==> config.mk <==
export PLATFORM = sky130hd
export DESIGN_NAME = alu_hs_pipe
export DESIGN_NICKNAME = d
export VERILOG_FILES = /design/src/rtl/alu_hs_pipe.sv
export SDC_FILE = /design/constraint.sdc
export NUM_CORES = 1
export LEC_CHECK = 0
export ABC_AREA = 1
export CELL_PAD_IN_SITES_DETAIL_PLACEMENT = 0
export CELL_PAD_IN_SITES_GLOBAL_PLACEMENT = 1
export CORE_MARGIN = 4
export CORE_UTILIZATION = 30
export CTS_BUF_LIST = sky130_fd_sc_hd__clkbuf_16
export DETAILED_ROUTE_END_ITERATION = 16
export GPL_ROUTABILITY_DRIVEN = 0
export PLACE_DENSITY_LB_ADDON = 0.2
export SYNTH_ARGS = -nofsm -noshare
export SYNTH_HDL_FRONTEND = slang
export SYNTH_SLANG_ARGS = --single-unit
==> constraint.sdc <==
create_clock -name CLK -period 9.8 [get_ports CLK]
set_clock_uncertainty 0.05 [all_clocks]
set_input_delay 1.96 -clock CLK [delete_from_list [all_inputs] [get_ports CLK]]
set_output_delay 1.96 -clock CLK [all_outputs]
set_load 0.02 [all_outputs]
==> src/rtl/alu_hs_pipe.sv <==
// alu_hs_pipe: handshaked ALU. It captures one operation on an input
// handshake, runs it in a single EXEC cycle or through a W-step restoring
// divider, and then holds the gated result until the consumer accepts it.
//
// state  | meaning
// -------+---------------------------------------------------------------
// S_IDLE | empty, IN_READY=1, waiting for an operation
// S_EXEC | single-cycle op; result and flags load on the next edge
// S_DIV  | restoring divide, one quotient bit per cycle, then load result
// S_HOLD | OUT_VALID=1, result held until OUT_READY

module alu_hs_pipe #(
    parameter int DATA_WIDTH = 8,
    parameter int FUNC_WIDTH = 4
) (
    input  logic                      CLK,
    input  logic                      RST,
    input  logic [DATA_WIDTH-1:0]     A,
    input  logic [DATA_WIDTH-1:0]     B,
    input  logic [FUNC_WIDTH-1:0]     ALU_FUNC,
    input  logic                      IN_VALID,
    output logic                      IN_READY,
    output logic [2*DATA_WIDTH-1:0]   ALU_OUT,
    output logic                      CARRY,
    output logic                      ZERO,
    output logic                      DIV0,
    output logic                      ERR,
    output logic                      OUT_VALID,
    input  logic                      OUT_READY
);

    localparam int W     = DATA_WIDTH;
    localparam int RW    = 2 * DATA_WIDTH;
    localparam int CNT_W = $clog2(W) + 1;
    localparam logic [CNT_W-1:0] CNT_LOAD = CNT_W'(W);

    localparam logic [FUNC_WIDTH-1:0] F_ADD  = FUNC_WIDTH'(0);
    localparam logic [FUNC_WIDTH-1:0] F_SUB  = FUNC_WIDTH'(1);
    localparam logic [FUNC_WIDTH-1:0] F_MUL  = FUNC_WIDTH'(2);
    localparam logic [FUNC_WIDTH-1:0] F_DIV  = FUNC_WIDTH'(3);
    localparam logic [FUNC_WIDTH-1:0] F_AND  = FUNC_WIDTH'(4);
    localparam logic [FUNC_WIDTH-1:0] F_OR   = FUNC_WIDTH'(5);
    localparam logic [FUNC_WIDTH-1:0] F_NAND = FUNC_WIDTH'(6);
    localparam logic [FUNC_WIDTH-1:0] F_NOR  = FUNC_WIDTH'(7);
    localparam logic [FUNC_WIDTH-1:0] F_XOR  = FUNC_WIDTH'(8);
    localparam logic [FUNC_WIDTH-1:0] F_XNOR = FUNC_WIDTH'(9);
    localparam logic [FUNC_WIDTH-1:0] F_EQ   = FUNC_WIDTH'(10);
    localparam logic [FUNC_WIDTH-1:0] F_GT   = FUNC_WIDTH'(11);
    localparam logic [FUNC_WIDTH-1:0] F_LT   = FUNC_WIDTH'(12);
    localparam logic [FUNC_WIDTH-1:0] F_SHR  = FUNC_WIDTH'(13);
    localparam logic [FUNC_WIDTH-1:0] F_SHL  = FUNC_WIDTH'(14);

    typedef enum logic [1:0] {S_IDLE, S_EXEC, S_DIV, S_HOLD} state_t;

    state_t                r_state;
    state_t                w_state_nxt;

    logic [W-1:0]          r_a;
    logic [W-1:0]          r_b;
    logic [FUNC_WIDTH-1:0] r_func;
    logic [W-1:0]          r_quo;
    logic [W-1:0]          r_rem;
    logic [CNT_W-1:0]      r_cnt;
    logic [RW-1:0]         r_result;
    logic                  r_carry;
    logic                  r_div0;
    logic                  r_err;

    logic                  w_out_valid;
    logic                  w_accept;
    logic                  w_to_div;
    logic [RW-1:0]         w_a_ext;
    logic [RW-1:0]         w_b_ext;
    logic [RW-1:0]         w_sum;
    logic [RW-1:0]         w_res;
    logic                  w_carry;
    logic                  w_div0;
    logic                  w_err;
    logic [W:0]            w_rem_sh;
    logic [W:0]            w_rem_dif;
    logic                  w_ge;

    assign w_accept  = IN_VALID & IN_READY;
    // A divide by zero has a closed-form answer, so it skips the iterative path.
    assign w_to_div  = (ALU_FUNC == F_DIV) && (B != '0);
    assign w_a_ext   = {{W{1'b0}}, r_a};
    assign w_b_ext   = {{W{1'b0}}, r_b};
    assign w_sum     = w_a_ext + w_b_ext;

    // One restoring step: shift in the next dividend bit and subtract if it fits.
    assign w_rem_sh  = {r_rem, r_quo[W-1]};
    assign w_rem_dif = w_rem_sh - {1'b0, r_b};
    assign w_ge      = (w_rem_sh >= {1'b0, r_b});

    // State register.
    always_ff @(posedge CLK or negedge RST) begin
        if (!RST) begin
            r_state <= S_IDLE;
        end else begin
            r_state <= w_state_nxt;
        end
    end

    // Next-state decode.
    always_comb begin
        w_state_nxt = r_state;
        case (r_state)
            S_IDLE: begin
                if (IN_VALID) begin
                    w_state_nxt = w_to_div ? S_DIV : S_EXEC;
                end
            end
            S_EXEC: begin
                w_state_nxt = S_HOLD;
            end
            S_DIV: begin
                if (r_cnt == '0) begin
                    w_state_nxt = S_HOLD;
                end
            end
            S_HOLD: begin
                if (OUT_READY) begin
                    if (IN_VALID) begin
                        w_state_nxt = w_to_div ? S_DIV : S_EXEC;
                    end else begin
                        w_state_nxt = S_IDLE;
                    end
                end
            end
            default: w_state_nxt = S_IDLE;
        endcase
    end

    // Handshake and gated result outputs.
    always_comb begin
        w_out_valid = (r_state == S_HOLD);
        OUT_VALID   = w_out_valid;
        IN_READY    = (r_state == S_IDLE) | (w_out_valid & OUT_READY);
        ALU_OUT     = w_out_valid ? r_result : '0;
        ZERO        = w_out_valid & (r_result == '0);
        CARRY       = w_out_valid & r_carry;
        DIV0        = w_out_valid & r_div0;
        ERR         = w_out_valid & r_err;
    end

    // Single-cycle operation results, evaluated from the captured operands.
    always_comb begin
        w_res   = '0;
        w_carry = 1'b0;
        w_div0  = 1'b0;
        w_err   = 1'b0;
        case (r_func)
            F_ADD: begin
                w_res   = w_sum;
                w_carry = w_sum[W];
            end
            F_SUB: begin
                w_res   = w_a_ext - w_b_ext;
                w_carry = (r_a < r_b);
            end
            F_MUL:  w_res = w_a_ext * w_b_ext;
            // Only reachable with a zero divisor.
            F_DIV: begin
                w_res  = {r_a, {W{1'b1}}};
                w_div0 = 1'b1;
            end
            F_AND:  w_res = {{W{1'b0}}, r_a & r_b};
            F_OR:   w_res = {{W{1'b0}}, r_a | r_b};
            F_NAND: w_res = {{W{1'b0}}, ~(r_a & r_b)};
            F_NOR:  w_res = {{W{1'b0}}, ~(r_a | r_b)};
            F_XOR:  w_res = {{W{1'b0}}, r_a ^ r_b};
            F_XNOR: w_res = {{W{1'b0}}, ~(r_a ^ r_b)};
            F_EQ:   w_res = RW'(r_a == r_b);
            F_GT:   w_res = RW'(r_a > r_b);
            F_LT:   w_res = RW'(r_a < r_b);
            F_SHR:  w_res = w_a_ext >> r_b;
            F_SHL:  w_res = w_a_ext << r_b;
            default: w_err = 1'b1;
        endcase
    end

    // Operand capture, divider iteration and result/flag registers.
    always_ff @(posedge CLK or negedge RST) begin
        if (!RST) begin
            r_a      <= '0;
            r_b      <= '0;
            r_func   <= '0;
            r_quo    <= '0;
            r_rem    <= '0;
            r_cnt    <= '0;
            r_result <= '0;
            r_carry  <= 1'b0;
            r_div0   <= 1'b0;
            r_err    <= 1'b0;
        end else if (w_accept) begin
            r_a    <= A;
            r_b    <= B;
            r_func <= ALU_FUNC;
            r_quo  <= A;
            r_rem  <= '0;
            r_cnt  <= CNT_LOAD;
        end else if (r_state == S_EXEC) begin
            r_result <= w_res;
            r_carry  <= w_carry;
            r_div0   <= w_div0;
            r_err    <= w_err;
        end else if (r_state == S_DIV) begin
            if (r_cnt != '0) begin
                r_rem <= w_ge ? w_rem_dif[W-1:0] : w_rem_sh[W-1:0];
                r_quo <= {r_quo[W-2:0], w_ge};
                r_cnt <= r_cnt - CNT_W'(1);
            end else begin
                r_result <= {r_rem, r_quo};
                r_carry  <= 1'b0;
                r_div0   <= 1'b0;
                r_err    <= 1'b0;
            end
        end
    end

endmodule

-- After elaboration in Yosys (flattened, before gate mapping)
Cells that the tools add are included.
W data, S select, Z words.
- register bits: 61
- word-level logic and storage cells: 105
- input bits: 24
- equality and inequality tests: 24
- shift operators: 2
- magnitude comparators: 3
- mux-type cells: 32
- bitwise operators: 14
- reductions and logical operators: 14
- multiply operators: 1
- $add $sub $neg: 4
- operators with widths (kind ; number):
    $pmux W16 S15 ; 1
    $mux W8 ; 9
    $mux W16 ; 4
    $eq A4 B4 Y1 const B ; 7
    $not A8 Y8 ; 3
    $eq A4 B3 Y1 const B ; 4
    $logic_not A16 Y1 ; 1
    $mul A8 B8 Y16 ; 1
    $mux W4 ; 4
    $shl A8 B8 Y16 ; 1
    $shr A8 B8 Y16 ; 1
    $reduce_or A15 Y1 ; 1
    $eq A4 B2 Y1 const B ; 3
    $mux W2 ; 5
    $add A8 B8 Y9 ; 1
    $ge A9 B8 Y1 ; 1
    $reduce_and A3 Y1 ; 3
    $sub A8 B8 Y9 ; 1
    $and A8 B8 Y8 ; 1
    $eq A8 B8 Y1 ; 1
    $gt A8 B8 Y1 ; 1
    $logic_not A4 Y1 ; 2
    $lt A8 B8 Y1 ; 1
    $ne A2 B2 Y1 const B ; 4
    other kinds (19) ; 33

-- Logic depth before layout (Yosys ltp)
Gate-level depths: netlist of the first run.
- depth in word-level cells: 6
- depth in mapped cells: 24
- gate-level depth less buffers: 23

-- Worst setup path before layout of the first run
Ideal clock, no wire load.
- path kind: register to register
- start: reg r_b[2]
- end: reg r_result[10]
- required time: 9673 ps
- path buffers: 2
- arrival: 4072 ps
- stages on the path, launching flop included: 23
- setup time: 77 ps
- setup slack: 5600 ps
- path through: dfrtp_1 > clkbuf_1 > clkbuf_1 > nand2_1 > inv_1 > fa_1 > fa_1 > fa_1 > inv_1 > fa_1 > inv_1 > ha_1 > nand2_1 > inv_1 > nand2_1 > nand2_1 > inv_1 > nand2_1 > a21oi_1 > o21ai_0 > nand3_1 > nand2_1 > a21oi_1
- longest elaborated chain between the ends: 3
- elaborated cells on any way between the ends: 6
- classes of those cells: 1 x add/sub; 1 x mul; 2 x shift; 2 x mux
- ends and longest elaborated chain (what ; RTL line ; source):
    from (decl) ; 59 ; logic [W-1:0] r_b;
    from (signal assigned) ; 186 ; r_b <= '0;
    from (signal assigned) ; 197 ; r_b <= B;
    $mul A8 B8 Y16 (tied with other cells) ; 161 ; F_MUL: w_res = w_a_ext * w_b_ext;
    $pmux W16 S15 * ; 152 ; case (r_func)
    $mux W16 * ; 202 ; end else if (r_state == S_EXEC) begin
    to (signal assigned) ; 203 ; r_result <= w_res;
    to (signal assigned) ; 213 ; r_result <= {r_rem, r_quo};
    to (decl) ; 64 ; logic [RW-1:0] r_result;
Every way passes the cells marked *; elsewhere a longest branch is shown, timed or not.
A chain may end at the register's enable or synchronous reset.

-- Worst setup path after layout of the first run
- start: in OUT_READY
- end: out IN_READY
- longest elaborated chain between the ends: 2
- ends and longest elaborated chain (what ; RTL line ; source):
    from (decl) ; 29 ; input logic OUT_READY
    $and A1 B1 Y1 ; 138 ; IN_READY = (r_state == S_IDLE) | (w_out_valid & OUT_READY);
    $or A1 B1 Y1 ; 138 ;
    to (decl) ; 22 ; output logic IN_READY,
Every way passes these cells.

==> results of run 1 <==
## per-layer routing
| layer | share of wire (%) | wire (um) |
|---|---|---|
| met5 | 0 | 0 |
| met4 | 1.3 | 377 |
| met3 | 4.7 | 1370 |
| met2 | 45 | 13100 |
| met1 | 49 | 14200 |
## logic make-up after synthesis
group / synth area share, %
compound gates: 10.6
simple gates: 34.6
xor+xnor: 0.962
fa+ha+maj: 20.8
flops: 18.6
buf+inv: 14.4
## how the worst max path moves through the flow
| stage | end | slack, ps | cells past startpoint | start |
|---|---|---|---|---|
| after floorplan | r_result[10] | 5600 | 22 | r_b[2] |
| after global placement | IN_READY | 4560 | 4 | OUT_READY |
| after detailed placement | IN_READY | 4580 | 4 | OUT_READY |
| after CTS | IN_READY | 4570 | 4 | OUT_READY |
| after global routing | r_result[13] | 4520 | 20 | r_b[2] |
| final | IN_READY | 4580 | 4 | OUT_READY |
## flip-flops by register name, indices dropped and copies added, names as in the netlist
register  cells
r_quo         8
r_state       2
r_a           8
r_b           8
r_err         1
r_cnt         4
r_div0        1
r_rem         8
r_func        4
r_result     16
r_carry       1
## layout by cell type, fill, tap and decap left out, types with 5 or more instances in the layout
cell	synthesis	routed
clkinv_1	5	5
fa_1	39	39
o21ai_0	61	61
nand2_1	430	430
clkdlybuf4s50_1	0	44
clkbuf_16	0	9
inv_1	237	237
o21bai_1	6	6
buf_4	7	8
xor2_1	5	5
a21oi_1	70	70
ha_1	74	74
nand3_1	97	97
nor3_1	9	9
nor2_2	5	5
nand4_1	19	19
dfrtp_1	61	61
o211ai_1	8	8
nor2_1	105	105
## metrics by stage
stage	cells	hold slack, ps	area, um^2	setup slack, ps
floorplan	1319	399	8200	5600
global placement	1666	424	8870	4560
detailed placement	1666	427	8870	4580
CTS	1682	440	9150	4570
global route	1682	496	9150	4520
finish	1682	435	9150	4580
## final cells by class
class	instances	area share (%)
tap	341	4.66
timing repair buffer	53	5.53
sequential	61	16.7
clock inverter	7	0.561
multi-input combinational	965	60.0
clock buffer	9	2.46
inverter	246	10.1
## worst max-delay path, stage by stage
cell	delay, ps
clkdlybuf4s50_1	480
nand2_1	50
nand2_1	110
clkdlybuf4s50_1	600
==> results by group, run 1 <==
Cells and area
  • Final nets: ~1,500
  • FF/Latch Area: about 1500 um^2
  • Final Util: between 30% and 40%
  • ANT cells: 0
  • Footprint of the multi-input gates: between 5000 and 6000 um^2
  • Area Growth Syn to Fin: 11.6%
  • Layout cells sized above 1: approximately 3.3%
  • Filler Cell Count: roughly 3,000

Logic synthesis
  • Async SR Flop Fraction: 100%
  • Syn Inst Count: around 1,300
  • Synth warn: 0
  • Syn Std Cell Area: around 8200 um^2
  • Area leader, netlist: nand2_1
  • EDFF count, synth: 0
  • Synth Register Bits: slightly above 60
  • Unique cell type count in the Yosys netlist: 40
  • Most frequent cells after synthesis: nand2_1 (430), inv_1 (237), nor2_1 (105), nand3_1 (97), ha_1 (74)
  • Syn_area_per_cell: between 6 and 7 um^2
  • Ys flop type: dfrtp_1
  • Synth top area cells: nand2_1 (20%), dfrtp_1 (19%), ha_1 (11%)
  • Post-synthesis sequential area ratio: roughly a fifth
  • Top cell type's share of synthesized area: between 10% and 20%
  • Synthesized net count: ~1,500
  • Top-count cell post-synth: nand2_1

Clocking
  • Postcts setup bufs: 0
  • CTS tree: yes
  • Sink Count: 61
  • Clock Pin Slew Worst Setup and Hold Paths: roughly 50 ps
  • Clk_lat worst skew: around 340 ps
  • Max Buffers Root-to-Sink: 2
  • Clock root cell: clkbuf_16
  • CTS Hold Bufs: 0
  • # resized after CTS: 0
  • # H-tree levels: 3
  • Total CTS buffers: 9

Timing
  • Endpoints failing setup: 0
  • Minimum clock period: between 5000 and 6000 ps
  • Tcrit/Tclk final: a little over half
  • Slew HR: 29.8%
  • Total negative setup slack: 0 ps
  • Slew Limit Fails: 0
  • F_max: ~190 MHz
  • RSZ-0062 raised after global routing: false
  • Final count of hold timing violations: 0
  • Worst-margin pin slew: 1050 ps

Place
  • IO Port Bufs: 45
  • DP HPWL: between 20 and 25 mm

Setup path
  • Crit-path max FO: 2
  • WP data required: 7790 ps
  • CP startpoint kind: input port
  • Critical R2R Capture: r_result[10]
  • Worst EP arrival: about 3200 ps
  • R2R Setup Slk: approximately 4800 ps
  • Setup CP Type: in -> out
  • Crit path capture type: output pin
  • FF-to-FF Start: r_b[2]
  • Worst-case reg-to-reg path depth: 19

Drt
  • Vias: approximately 8,300
  • Vias per inst: 4.91
  • Antenna-violating nets left: 0
  • Drc violations: 0
  • DR pass1 iterations: 5
  • Drt wl/cell: 17.2 um
  • Iter 0 DRT Violations: 660
  • WL final: 29.0 mm

GRT
  • Met1 usage: between 20% and 30%
  • GR peak layer: met2
  • All-layer global routing usage: about a fifth
  • Grt met2 use: 30.1%
  • Largest net degree at the start of global routing: 62
  • GR Util met3: 2.88%
  • Antenna violations before repair: 0
  • First-pass GRT wire length: 45.7 mm
  • GR Overflow Total: 0
  • Number of global-route vias before repair: roughly 7,900

Status
  • Outcome: complete, no violations

Floorplan
  • Cell row count: 60
  • Die area: ~30,000 um^2
  • Core Area: around 27,000 um^2
  • Die height: ~170 um
  • IO Count: 46
  • Initial core utilization: 30.4%
  • Die W: about 170 um

Flow run
  • Max Cap Violations: 0

Hold path
  • Hold Path End: r_div0
  • Hold Startpoint: r_div0
  • HP Class: reg -> reg
  • Worst hold path depth: 2
Power of run 1 is not shown: default switching activity piles up to over one toggle a cycle in this logic, so the estimate is an artifact.
==> inputs of run 2 (changes only) <==
==> constraint.sdc (replaced) <==
create_clock -name CLK -period 4.58 [get_ports CLK]
set_clock_uncertainty 0.05 [all_clocks]
set_input_delay 0.916 -clock CLK [delete_from_list [all_inputs] [get_ports CLK]]
set_output_delay 0.916 -clock CLK [all_outputs]
set_load 0.02 [all_outputs]
==> results by group, run 2 (same netlist as run 1, synthesis figures left out) <==
Status
  • Outcome: complete, no violations

Setup path
  • Crit path capture type: register
  • CP startpoint kind: register
  • WP data required: 4750 ps (-3040 ps)
  • Worst-case reg-to-reg path depth: 20 (+1)
  • Worst EP arrival: 4480 ps (+1270 ps)
  • Setup CP Type: reg -> reg
  • Crit-path max FO: 6 (+4)

Cells and area
  • Max FFs per register: 16 (unchanged)
  • Layout cells sized above 1: 6.08% (+2.8 points)
  • Commonest cells after routing, fill and taps aside: nand2_1 (430), inv_1 (237), nor2_1 (104)
  • Largest Register: r_result
  • Final nets: 1,498 (+1.7%)
  • Leading cell type in the layout, fill and taps excluded: nand2_1
  • ANT cells: 0 (unchanged)
  • Area Growth Syn to Fin: 14.5%

Floorplan
  • Initial core utilization: 30.4% (unchanged)
  • Die area: 30,000 um^2 (unchanged)
  • IO Count: 46 (unchanged)
  • Cell row count: 60 (unchanged)
  • Die height: 173 um (unchanged)
  • Die W: 173 um (unchanged)
  • Core Area: 27,000 um^2 (unchanged)

Place
  • IO Port Bufs: 45 (unchanged)
  • DP HPWL: 24.6 mm (+6.3%)
  • Pre-CTS setup slack: 105 ps (-4470 ps)

Hold path
  • Worst hold path depth: 2 (unchanged)
  • HP Class: reg -> reg

Clocking
  • Clock Pin Slew Worst Setup and Hold Paths: 60 ps (about the same)
  • Clock root cell: clkbuf_16
  • CTS tree: yes
  • Clk_lat worst skew: 340 ps (about the same)
  • Max Buffers Root-to-Sink: 2 (unchanged)
  • Sink Count: 61 (unchanged)
  • # H-tree levels: 3 (unchanged)
  • Total CTS buffers: 9 (unchanged)

GRT
  • GR Overflow Total: 0 (unchanged)
  • Grt met2 use: 31.8% (+1.7 points)
  • GR peak layer: met2
  • Number of global-route vias before repair: 8,206 (+3.9%)
  • Antenna violations before repair: 0 (unchanged)
  • All-layer global routing usage: 19.8% (+0.68 points)
  • First-pass GRT wire length: 47.3 mm (+3.5%)
  • Largest net degree at the start of global routing: 35 (-44%)
  • GR Util met3: 1.90% (-0.98 points)
  • Met1 usage: 29.1% (+0.69 points)

Timing
  • Minimum clock period: about 4300 ps
  • Slew HR: 31.6% (+1.8 points)
  • Final count of hold timing violations: 0 (unchanged)
  • RSZ-0062 raised after global routing: false
  • Total negative setup slack: 0 ps (unchanged)
  • Worst setup margin: 266 ps (-4310 ps)
  • F_max: about 230 MHz
  • Tcrit/Tclk final: approximately 94%
  • Slew Limit Fails: 0 (unchanged)
  • Endpoints failing setup: 0 (unchanged)
  • Worst-margin pin slew: 1020 ps (-30.8 ps)

Flow run
  • Max Cap Violations: 0 (unchanged)

Drt
  • Vias: 8,420 (+1.9%)
  • Iter 0 DRT Violations: 677 (+2.6%)
  • DR pass1 iterations: 5 (unchanged)
  • Vias per inst: 4.93 (+0.44%)
  • Drt wl/cell: 17.6 um (+2.3%)
  • Drc violations: 0 (unchanged)
  • Antenna-violating nets left: 0 (unchanged)
  • WL final: 30.1 mm (+3.8%)
[run 2: cell count changes in the layout (fill, tap and decap cells not counted), sizes merged]
cell and delta:
clkinvlp -1, bufinv +1, inv +1, buf +25, clkinv -1
[run 2: worst paths after layout]
path / startpoint / endpoint / slack [ps]
max reg2reg: r_b[4] / r_result[11] / 270
max in group asynchronous: RST / r_a[3] / 2940
min in group asynchronous: RST / r_carry / 570
max: r_b[4] / r_result[11] / 270
min reg2reg: r_err / r_err / 430
min: r_err / r_err / 430
[run 2: what timing repair did]
action	4_1_cts	5_1_grt
hold buffers	0	0
setup buffers	0	1
endpoints found under the hold margin	0	0
setup endpoints to repair	0	9
resized for setup	0	14
[run 2: critical path, cell delays in order, from the launching register on]
cell	delay [ps]
dfrtp_2	460
buf_4	160
nand2_1	50
inv_1	50
fa_1	460
fa_1	500
fa_1	490
inv_1	50
fa_1	530
inv_1	40
ha_1	350
nand2_1	140
inv_1	50
nand2_1	60
nand2_1	60
inv_1	50
nand2_1	60
o21ai_0	280
nand3_1	160
nand2_1	90
a21oi_1	50
[run 2: final cells by class]
class	instances	area (um^2)
Clock buffer	9	225
Clock inverter	7	73.8
Fill cell	3046	17600
Inverter	246	923
Multi-Input combinational cell	965	5510
Sequential cell	61	1540
Tap cell	341	427
Timing Repair Buffer	78	693
[run 2: routing by layer]
layer / part of all wire [%] / vias to the layer above
met1: 48 / 3978
li1: - / 4192
met2: 46 / 220
met5: 0 / -
met4: 1.7 / 0
met3: 4.7 / 30
[run 2: stage by stage]
step / instance area [um^2] / util (%) / instances / hold slack, ps
6_report: 9390 / 34.8 / 1707 / 428
5_1_grt: 9390 / 34.8 / 1707 / 468
4_1_cts: 9350 / 34.7 / 1706 / 435
3_5_place_dp: 9050 / 33.6 / 1690 / 421
3_3_place_gp: 9050 / 33.6 / 1690 / 417
2_1_floorplan: 8200 / - / 1319 / 399
Power of run 2 is left out for the same reason.
==> inputs of run 3 (changes only) <==
--- a/config.mk
+++ b/config.mk
@@ -14,6 +14,7 @@
 export DETAILED_ROUTE_END_ITERATION = 16
 export GPL_ROUTABILITY_DRIVEN = 0
 export PLACE_DENSITY_LB_ADDON = 0.2
+export SKIP_CTS_REPAIR_TIMING = 1
 export SYNTH_ARGS = -nofsm -noshare
 export SYNTH_HDL_FRONTEND = slang
 export SYNTH_SLANG_ARGS = --single-unit
==> results of run 3 <==
No change in the layout: final DEF, timing and power equal those of run 2.
Power of run 3 is left out for the same reason.
